$ cat src/rtl/hermes_tx_stage.sv
// Hermes output stage: buffers DMNI flits in a small FIFO, forwards them to the
// router under credit flow control, and checks packet framing on the way in.
module hermes_tx_stage #(
  parameter int FLIT_SIZE   = 32,
  parameter int BUFFER_SIZE = 4,
  parameter int CNT_WIDTH   = 32
) (
  input  logic                 clk_i,
  input  logic                 rst_i,
  input  logic                 dmni_tx_i,
  input  logic                 dmni_eop_i,
  output logic                 dmni_credit_o,
  input  logic [FLIT_SIZE-1:0] dmni_data_i,
  output logic                 noc_tx_o,
  output logic                 noc_eop_o,
  input  logic                 noc_credit_i,
  output logic [FLIT_SIZE-1:0] noc_data_o,
  input  logic                 clear_i,
  output logic [CNT_WIDTH-1:0] pkt_count_o,
  output logic [CNT_WIDTH-1:0] flit_count_o,
  output logic                 frame_err_o,
  output logic                 busy_o
);

  localparam int PTR_W = $clog2(BUFFER_SIZE);

  typedef enum logic [1:0] {
    HEADER,
    SIZE,
    PAYLOAD
  } state_t;

  logic [FLIT_SIZE:0] mem [BUFFER_SIZE];
  logic [FLIT_SIZE:0] head;
  logic [PTR_W:0]     wr_ptr, rd_ptr;
  logic               full, empty, push, pop;

  state_t             state_q, state_d;
  logic [15:0]        rem_q, rem_d;
  logic [15:0]        size_field;
  logic               err;

  // Extra pointer MSB distinguishes full from empty when the indices match.
  assign full  = (wr_ptr[PTR_W] != rd_ptr[PTR_W]) &&
                 (wr_ptr[PTR_W-1:0] == rd_ptr[PTR_W-1:0]);
  assign empty = (wr_ptr == rd_ptr);
  assign push  = dmni_tx_i && !full;
  assign pop   = !empty && noc_credit_i;

  assign dmni_credit_o = !full;
  assign head          = mem[rd_ptr[PTR_W-1:0]];
  assign noc_tx_o      = !empty;
  assign noc_eop_o     = !empty && head[FLIT_SIZE];
  assign noc_data_o    = empty ? '0 : head[FLIT_SIZE-1:0];
  assign busy_o        = !empty || (state_q != HEADER);

  // NOTE: storage has no reset; outputs are masked while empty so stale
  // contents never reach the router.
  always_ff @(posedge clk_i) begin
    if (push) mem[wr_ptr[PTR_W-1:0]] <= {dmni_eop_i, dmni_data_i};
  end

  // NOTE: sequential state uses non-blocking assignments so every register
  // samples pre-edge values regardless of process ordering.
  always_ff @(posedge clk_i or posedge rst_i) begin
    if (rst_i) begin
      wr_ptr  <= '0;
      rd_ptr  <= '0;
      state_q <= HEADER;
      rem_q   <= '0;
    end else begin
      if (push) wr_ptr <= wr_ptr + 1'b1;
      if (pop)  rd_ptr <= rd_ptr + 1'b1;
      state_q <= state_d;
      rem_q   <= rem_d;
    end
  end

  assign size_field = dmni_data_i[15:0];

  // NOTE: every output of this block gets a default first, so no path can
  // leave a variable unassigned and infer a latch.
  always_comb begin
    state_d = state_q;
    rem_d   = rem_q;
    err     = 1'b0;
    if (push) begin
      unique case (state_q)
        HEADER: begin
          if (dmni_eop_i) err = 1'b1;
          else            state_d = SIZE;
        end
        SIZE: begin
          if (size_field == '0) begin
            if (dmni_eop_i) begin
              state_d = HEADER;
            end else begin
              err     = 1'b1;
              state_d = PAYLOAD;
              rem_d   = '0;
            end
          end else if (dmni_eop_i) begin
            err     = 1'b1;
            state_d = HEADER;
          end else begin
            state_d = PAYLOAD;
            rem_d   = size_field;
          end
        end
        PAYLOAD: begin
          if (dmni_eop_i) begin
            err     = (rem_q != 16'd1);
            state_d = HEADER;
            rem_d   = '0;
          end else if (rem_q == 16'd1) begin
            err   = 1'b1;
            rem_d = '0;
          end else if (rem_q != '0) begin
            rem_d = rem_q - 16'd1;
          end
        end
        default: state_d = HEADER;
      endcase
    end
  end

  // Clear takes priority over any same-cycle count or error event.
  always_ff @(posedge clk_i or posedge rst_i) begin
    if (rst_i) begin
      pkt_count_o  <= '0;
      flit_count_o <= '0;
      frame_err_o  <= 1'b0;
    end else if (clear_i) begin
      pkt_count_o  <= '0;
      flit_count_o <= '0;
      frame_err_o  <= 1'b0;
    end else begin
      if (push)               flit_count_o <= flit_count_o + 1'b1;
      if (push && dmni_eop_i) pkt_count_o  <= pkt_count_o + 1'b1;
      if (err)                frame_err_o  <= 1'b1;
    end
  end

endmodule
$ cat config.mk
export PLATFORM = sky130hd
export DESIGN_NAME = hermes_tx_stage
export DESIGN_NICKNAME = d
export VERILOG_FILES = /design/src/rtl/hermes_tx_stage.sv
export SDC_FILE = /design/constraint.sdc
export NUM_CORES = 1
export LEC_CHECK = 0
export CAP_MARGIN = 10
export CORE_AREA = 2 2 286 147
export DETAILED_ROUTE_END_ITERATION = 16
export DIE_AREA = 0 0 288 149
export PLACE_DENSITY = 0.39
export SYNTH_ARGS = -nofsm -noshare
export SYNTH_HDL_FRONTEND = slang
export SYNTH_SLANG_ARGS = --single-unit
export TNS_END_PERCENT = 10
$ cat constraint.sdc
create_clock -name clk_i -period 3.7 [get_ports clk_i]
set_input_delay 1.11 -clock clk_i [delete_from_list [all_inputs] [get_ports clk_i]]
set_output_delay 1.11 -clock clk_i [all_outputs]
set_load 0.05 [all_outputs]
Yosys cells after proc, flatten, opt, wreduce, memory -nomap -nowiden
Memory sizes are Yosys's and may differ from the RTL's.
Index checks and enable logic that the tools add are counted.
{ "classes": {"add_sub_neg": 5, "n_mul": 0, "div_mod_pow": 0, "n_lt_le_gt_ge": 0, "eq_ne": 11, "shifts": 0, "n_mux": 27, "bitwise_logic": 0, "n_reduce_logical": 18} }
{ "op_table": {"columns": ["op", "n"], "rows": [
  ["32-bit two-way mux", 5],
  ["16-bit two-way mux", 6],
  ["32-bit by 1-bit adder with 32-bit output, second input constant", 2],
  ["16-bit case mux with 2 select lines", 1],
  ["16-bit by 1-bit equality test with 1-bit output, second input constant", 1],
  ["16-bit zero test", 1],
  ["16-bit by 1-bit != test with 1-bit output, second input constant", 1],
  ["16-bit nonzero test", 1],
  ["16-bit by 1-bit subtractor with 16-bit output, second input constant", 1],
  ["1-bit two-way mux", 10],
  ["2-bit nonzero test", 5],
  ["3-bit by 1-bit adder with 3-bit output, second input constant", 2],
  ["2-bit two-way mux", 3],
  ["2-bit != test, second input constant", 3],
  ["2-bit case mux with 3 select lines", 1],
  ["1-bit logical AND", 5],
  ["4-bit != test, second input constant", 1],
  ["4-bit AND reduction", 1],
  ["3-bit equality test", 1],
  ["1-bit case mux with 3 select lines", 1],
  ["3-bit AND reduction", 1],
  ["2-bit by 1-bit equality test with 1-bit output, second input constant", 1],
  ["2-bit equality test", 1],
  ["2-bit equality test, second input constant", 1],
  ["other kinds (4)", 5]
]} }
{ "word_totals": {"ff_bits": 89, "latchBits": 0, "ram_bits": 132, "mem_bits_ro": 0, "input_bits": 38, "output_inout_bits": 101, "memories": 1} }
{ "mem_list": {"columns": ["memory", "depth", "width", "read_ports", "rd_ports_with_merged_regs", "write_ports", "line_no", "text"], "rows": [
  ["mem", 4, 33, 1, 0, 1, "33", "logic [FLIT_SIZE:0] mem [BUFFER_SIZE];"]
]} }

Longest topological paths before layout
Gate-level depths: netlist (run 1).
{ "depth": {"word_depth": 7, "ltp_mapped": 10, "depth_no_buf": 8} }

Worst setup path after synthesis (run 1)
No wires, ideal clock.
{ "synth_timing": {"path_type": "input-to-reg", "from": "input dmni_tx_i", "to": "memory mem[1][0] in the netlist's numbering (enable)", "setup_time_ns": 0.393, "t_arrival_ns": 2.606, "required_time_ns": 3.307, "slack_ns": 0.701, "path_stages": 4, "path_cell_list": "o31a_1 clkbuf_1 clkbuf_1 and2_1"} }
{ "synth_via": {"elab_chain_len": 3} }
{ "synth_rtl": {"columns": ["item", "line_no", "text"], "rows": [
  ["start: declaration", "10", "input logic dmni_tx_i,"],
  ["1-bit logical AND", "47", "assign push = dmni_tx_i && !full;"],
  ["1-bit two-way mux", "60", "if (push) mem[wr_ptr[PTR_W-1:0]] <= {dmni_eop_i, dmni_data_i};"],
  ["1-bit two-way mux (implied by the code)", "60", null],
  ["end: declaration", "33", null]
]} }
Every way passes these cells.

Worst setup path after layout (run 1)
{ "layout_timing": {"from": "register wr_ptr[1]", "to": "output noc_data_o[24]"} }
{ "layout_via": {"elab_chain_len": 2} }
{ "layout_rtl": {"columns": ["item", "line_no", "text"], "rows": [
  ["start: declaration", "35", "logic [PTR_W:0] wr_ptr, rd_ptr;"],
  ["start signal: assignment", "72", "if (push) wr_ptr <= wr_ptr + 1'b1;"],
  ["3-bit equality test", "46", "assign empty = (wr_ptr == rd_ptr);"],
  ["32-bit two-way mux", "54", "assign noc_data_o = empty ? '0 : head[FLIT_SIZE-1:0];"],
  ["end: declaration", "17", "output logic [FLIT_SIZE-1:0] noc_data_o,"]
]} }
Every way passes these cells.

==> results.yml, run 1 <==
outcome:
  outcome: "complete, no violations"
logic_synthesis:
  yosys_warnings: 0
  yosysTopAreaCell: "edfxtp_1"
  synth_top_area_share_pct: 39.7
  syn_nets: 801
  synthCells: 752
  syn_area_um2: 9990
  ys.flop_type: "edfxtp_1"
  ys_seq_area_share_pct: 62.0
  ys_types: 53
  ys_async_sr_fraction_pct: 40.3
  synth-seq-cells: 221
  synth_edf_count: 132
  yosys-top-cells-area: "edfxtp_1, dfrtp_1, mux4_2"
  syn_area_per_cell_um2: 13.3
worst_setup_path:
  end_kind: "output pin"
  crit_fanout: 35
  cp_data_required_time_ns: 2.59
  start_kind: "register"
  reg2reg_depth: 7
  path_class: "register to output pin"
  cp.arrival_ns: 2.38
global_routing:
  met3_usage_pct: 2.61
  grt_max_degree: 40
  grt_pass1_wl_mm: 42.7
  grt_busiest_layer: "met1"
  use_met2_pct: 18.4
  grt_pass1_vias: 6715
  antenna_found_initial: 0
  grtUsageMet1_pct: 20.6
  gr-total-overflow: 0
  grt_usage_pct: 13.1
sta:
  relSlewSlack_pct: 54.8
  fin_crit_ns: 3.49
  final.period_utilization_pct: 94.2
  tns_ns: 0
  finalClockSkew_ns: 0.0131
  layout_setup_ws_ns: 0.214
  final_max_slew_viol_count: 0
  holdWs_ns: 0.537
  finalHoldViolations: 0
  setup-violations-final: 0
  rsz0062_at_grt: "false"
  tightest_slew_ns: 0.678
  fmaxAchievable_mhz: 287
layout:
  syn2layout_area_growth_pct: 33.7
  final_util_pct: 32.7
  final_cell_area_um2: 13400
  multi_input_area_um2: 3610
  diodes: 0
  seq_area_um2: 6190
  drive_gt1_share_pct: 17.3
  nFillCells: 4058
  stdcell_count: 1477
  nNetsFinal: 958
clocking:
  ctsResizeCount: 0
  cts_buffers: 24
  insertion_delay_ns: 0.54
  cts_tree: "yes"
  post_cts_buffers: 0
  clkTransAtPathRegs_ns: 0.06
  clockBufferDepth: 3
  cts_sinks: 221
  clockRootBuffer: "clkbuf_16"
  htreeDepth: 1
  postCtsHoldBufs: 0
power:
  p_leak_nw: 4.73
  ir_drop_mv: 0.445
  powerDensity_nw_per_um2: 862
  p_total_mw: 11.5
floorplanning:
  rows: 53
  core_area_um2: 40800
  dieArea_um2: 42900
  die_width_um: 288
  fp.dieH_um: 149
  ioPinCount: 139
  start_util_pct: 24.5
place:
  place_inst: 1433
  pre_cts_ws_ns: 0.354
  place_area_um2: 12600
  dp_hpwl_mm: 19.1
  port_buffers: 138
  place_congestion: 0.750
routing:
  num_vias: 6823
  via_per_inst: 4.62
  post-route-drc-count: 0
  drtAntennaViolNets: 0
  routed_wl_mm: 28.0
  drt_iter0_drc: 334
  wire_per_inst_um: 19.0
  drtPass1Iterations: 6
hold_path:
  whs_path_depth: 1
  hold_class: "register to register"
job:
  drv_cap: 0
state kept, by name, summed over array words and instances (netlist names):
signal,flops
mem,132
flit_count_o,32
pkt_count_o,32
rem_q,16
rd_ptr,3
wr_ptr,3
state_q,2
frame_err_o,1
cell usage in the layout, fill, tap and decap left out, drive strengths merged, types with 11 or more instances in the layout:
cell type | Yosys | final
mux4 | 33 | 33
xor2 | 20 | 20
buf | 8 | 66
edfxtp | 132 | 132
nor2b | 34 | 34
clkbuf | 28 | 25
dfrtp | 89 | 89
nor2 | 54 | 54
clkdlybuf4s50 | 0 | 101
o211ai | 12 | 12
a21oi | 22 | 22
and4 | 12 | 12
ha | 11 | 11
nand4 | 23 | 23
nand3 | 23 | 23
xnor2 | 29 | 29
nor4 | 17 | 17
o21ai | 24 | 24
nand2 | 42 | 42
a22o | 11 | 11
clkinv | 0 | 13
or3 | 18 | 18
inv | 17 | 18
nor3 | 23 | 23
routing by layer:
layer / share of wire, % / up-vias / routed length (um)
met4: 1.9 / 0 / 525
met3: 4.7 / 36 / 1330
met2: 41 / 144 / 11600
met5: 0 / - / 0
li1: - / 3176 / -
met1: 52 / 3467 / 14600
cell usage after synthesis, types with 17 or more instances:
cell / n
nand4_1: 23
nand3_1: 23
nor2_1: 54
dfrtp_1: 89
a21oi_1: 22
clkbuf_1: 28
xnor2_1: 29
xor2_1: 18
edfxtp_1: 132
or3_1: 18
nor3_1: 22
nor2b_1: 34
mux4_2: 33
inv_1: 17
o21ai_0: 24
nand2_1: 42
cell type report:
cell class | count | area share [%]
multi-input cells | 478 | 27.0
inverters | 17 | 0.497
clock inverters | 19 | 1.49
flip-flops and latches | 221 | 46.4
well taps | 550 | 5.15
clock buffers | 25 | 4.53
repair buffers | 167 | 14.9
final timing paths:
path / startpoint / end / slack, ns
max in group asynchronous: rst_i / pkt_count_o[12]$_DFFE_PP0P_ / 2.04
min reg2reg: wr_ptr[2]$_DFFE_PP0P_ / wr_ptr[2]$_DFFE_PP0P_ / 0.54
max: wr_ptr[1]$_DFFE_PP0P_ / noc_data_o[24] / 0.21
min in group asynchronous: rst_i / flit_count_o[29]$_DFFE_PP0P_ / 1.01
max reg2reg: rem_q[0]$_DFFE_PP0P_ / rem_q[12]$_DFFE_PP0P_ / 1.09
min: wr_ptr[2]$_DFFE_PP0P_ / wr_ptr[2]$_DFFE_PP0P_ / 0.54
kinds of logic (layout without fill, tap and decap cells):
| kind of cell | Yosys count | count (layout) | share of synthesized area, % |
|---|---|---|---|
| muxes | 38 | 38 | 8.00 |
| DFF | 221 | 221 | 62.0 |
| xor gates and xnor gates | 49 | 49 | 4.56 |
| AOI/OAI and AO/OA | 97 | 97 | 6.51 |
| and+or+nand+nor | 283 | 283 | 15.4 |
| buffers and inverters | 53 | 228 | 2.13 |
| adders and majority gates | 11 | 11 | 1.38 |
worst max-delay path: stages, from the launching register on:
cell,delay (ns)
dfrtp_1,0.45
xor2_2,0.48
nor3_2,0.12
buf_12,0.20
nor2b_1,0.37
buf_12,0.19
report_power, final:
| part | internal [mW] | switching, mW |
|---|---|---|
| clock network | 1.41 | 1.04 |
| logic | 2.44 | 3.22 |
| registers | 3.13 | 0.267 |
| total | 6.98 | 4.54 |
(Power assumes the default switching activity.)
==> run 2: changes to the inputs <==
--- a/config.mk
+++ b/config.mk
@@ -5,10 +5,11 @@
 export SDC_FILE = /design/constraint.sdc
 export NUM_CORES = 1
 export LEC_CHECK = 0
+export ABC_AREA = 1
 export CAP_MARGIN = 10
-export CORE_AREA = 2 2 286 147
+export CORE_AREA = 2 2 302 155
 export DETAILED_ROUTE_END_ITERATION = 16
-export DIE_AREA = 0 0 288 149
+export DIE_AREA = 0 0 304 157
 export PLACE_DENSITY = 0.39
 export SYNTH_ARGS = -nofsm -noshare
 export SYNTH_HDL_FRONTEND = slang
==> run 2 against run 1 <==
Net effect:
- synthesized cell count rose by 78%
- hold slack lost 0.037 ns
- cell count increased by 42%
- register-to-register slack improved by 0.25 ns
- total power decreased by 0.97%
- maximum frequency up 5.8%
- global-route usage rose by 1.3 points
- sequential share of layout area fell by 3.7 points
- die area increased by 11%
- core utilization is 0.34 points lower
- critical path type unchanged
- critical endpoint is now noc_data_o[3]
==> results.yml, run 2 <==
routing:
  wire_per_inst_um: 16.5
  post-route-drc-count: 0
  num_vias: 9426
  via_per_inst: 4.50
  drt_iter0_drc: 601
  routed_wl_mm: 34.6
  drtAntennaViolNets: 0
  drtPass1Iterations: 7
logic_synthesis:
  yosys_warnings: 0
  ys_seq_area_share_pct: 55.4
  synth-xor-area-share_pct: 1.57
  synthCells: 1338
  synth_top_family_by_area: "simple AND/OR/NAND/NOR gates"
  synth_top_cells_by_count: "nand2_1, nor2_1, edfxtp_1"
  syn_nets: 1387
  ys_async_sr_fraction_pct: 40.3
  ys.flop_type: "edfxtp_1"
  ys_types: 35
  yosysTopAreaCell: "edfxtp_1"
  yosys.area_share.simple_pct: 27.3
  yosysMostFrequentCell: "nand2_1"
  synthMuxAreaShare_pct: 0
  synth-compound-area-share_pct: 8.46
  syn_area_um2: 11200
  syn_area_per_cell_um2: 8.35
  synth_top_area_share_pct: 35.5
  synth_edf_count: 132
  yosys-top-cells-area: "edfxtp_1, dfrtp_1, nand2_1"
  synth-seq-cells: 221
  synthAdderAreaFrac_pct: 1.23
worst_setup_path:
  cp_slowest_cell: "dfrtp_2"
  cp.arrival_ns: 2.19
  cp_cell_sequence: "buf_4 > nand2_1 > nand2_1 > nand4_1 > buf_12 > nand2_1 > inv_1 > buf_12"
  crit_family: "buffers and inverters"
  max_stage_delay_ns: 0.42
  crit_path_frequent_cell: "nand2_1"
  start_kind: "register"
  crit_fanout: 37
  crit_buf_inv: 4
  end_kind: "output pin"
  cp_data_required_time_ns: 2.59
  path_class: "register to output pin"
place:
  place_congestion: 0.866
  pre_cts_ws_ns: 0.513
  port_buffers: 138
  dp_hpwl_mm: 23.5
  place_area_um2: 13700
clocking:
  postCtsHoldBufs: 0
  post_cts_buffers: 0
  clkTransAtPathRegs_ns: 0.07
  cts_buffers: 24
  insertion_delay_ns: 0.55
  clockBufferDepth: 3
  htreeDepth: 1
  ctsResizeCount: 0
  clockRootBuffer: "clkbuf_16"
  cts_tree: "yes"
  cts_sinks: 221
layout:
  final_common_cell: "nand2_1"
  final_cell_area_um2: 14500
  syn2layout_area_growth_pct: 29.8
  drive_gt1_share_pct: 7.36
  nNetsFinal: 1526
  final_cell_mix: "nand2_1, nor2_1, edfxtp_1"
  diodes: 0
  largest_reg_flops: 132
floorplanning:
  core_area_um2: 44800
  fp.dieH_um: 157
  die_width_um: 304
  start_util_pct: 24.9
  dieArea_um2: 47700
  ioPinCount: 139
  rows: 55
global_routing:
  grt_busiest_layer: "met2"
  met3_usage_pct: 2.54
  grt_usage_pct: 14.4
  grt_pass1_wl_mm: 54.4
  use_met2_pct: 25.2
  grt_pass1_vias: 9427
  grtUsageMet1_pct: 18.8
  gr-total-overflow: 0
  grt_max_degree: 68
  antenna_found_initial: 0
power:
  combPwrFrac_pct: 50.0
  p_switching_mw: 4.77
  ir_drop_mv: 0.392
  p_int_mw: 6.63
  p_seq_share_pct: 28.9
  powerDensity_nw_per_um2: 786
  netSwitchingFraction_pct: 41.8
  p_total_mw: 11.4
  clockPowerShare_pct: 21.1
  p_leak_nw: 5.73
outcome:
  outcome: "complete, no violations"
sta:
  fin_crit_ns: 3.30
  finalClockSkew_ns: 0.0219
  tns_ns: 0
  tightest_slew_ns: 0.681
  final_max_slew_viol_count: 0
  layout_setup_ws_ns: 0.405
  holdWs_ns: 0.500
  fmaxAchievable_mhz: 303
  finalHoldViolations: 0
  rsz0062_at_grt: "false"
  final.period_utilization_pct: 89.1
  relSlewSlack_pct: 54.5
  setup-violations-final: 0
hold_path:
  hold_class: "register to register"
job:
  drv_cap: 0
## run 2: cell count changes in the layout (fill, tap and decap cells not counted), sizes merged, moves of 24 or more
cell / before / now
mux4: 33 / 0
nor2b: 34 / 0
inv: 18 / 126
nor2: 54 / 259
nand2: 42 / 369
o21ai: 24 / 125
xnor2: 29 / 5
o22ai: 2 / 33
nand3: 23 / 69
## run 2: layer usage
metal / vias to the layer above / part of all wire [%]
li1: 4683 / -
met3: 52 / 3.8
met1: 4533 / 46
met5: - / 0
met2: 158 / 48
met4: 0 / 1.9
## run 2: power groups by stage
stage	registers (mW)	clock network (mW)	logic [mW]
CTS	3.30	2.50	5.81
detailed placement	3.35	0	5.80
global route	3.34	2.59	6.16
global placement	3.34	0	5.79
finish	3.29	2.41	5.70
floorplan	3.35	0	3.13
## run 2: stage by stage
stage / std cells / utilization, %
floorplan: 1338 / -
global placement: 2049 / 30.6
detailed placement: 2049 / 30.6
CTS: 2093 / 32.4
global route: 2093 / 32.4
finish: 2093 / 32.4
## run 2: path summary, 6_finish.rpt
| kind | from | to | slack (ns) | cells past startpoint |
|---|---|---|---|---|
| worst min register to register | wr_ptr[2]$_DFFE_PP0P_ | wr_ptr[2]$_DFFE_PP0P_ | 0.50 | 1 |
| worst min-delay path | wr_ptr[2]$_DFFE_PP0P_ | wr_ptr[2]$_DFFE_PP0P_ | 0.50 | 1 |
| worst max-delay path | rd_ptr[0]$_DFFE_PP0P_ | noc_data_o[3] | 0.40 | 8 |
| worst max register to register | rem_q[8]$_DFFE_PP0P_ | rem_q[12]$_DFFE_PP0P_ | 1.34 | 12 |
| max in group asynchronous | rst_i | rd_ptr[0]$_DFFE_PP0P_ | 2.10 | 3 |
| min in group asynchronous | rst_i | pkt_count_o[7]$_DFFE_PP0P_ | 0.93 | 2 |
## run 2: kinds of logic after synthesis
family	Yosys count
simple gates	740
flops	221
compound gates	175
buf+inv	171
xor+xnor	20
fa+ha+maj	11
## run 2: layout make-up
class                   instances  area [um^2]
repair buffers                156         1960
inverters                     128          487
multi-input cells             946         4340
flip-flops and latches        221         6190
fillers                      4649        30300
clock inverters                13          121
well taps                     598          748
clock buffers                  31          647
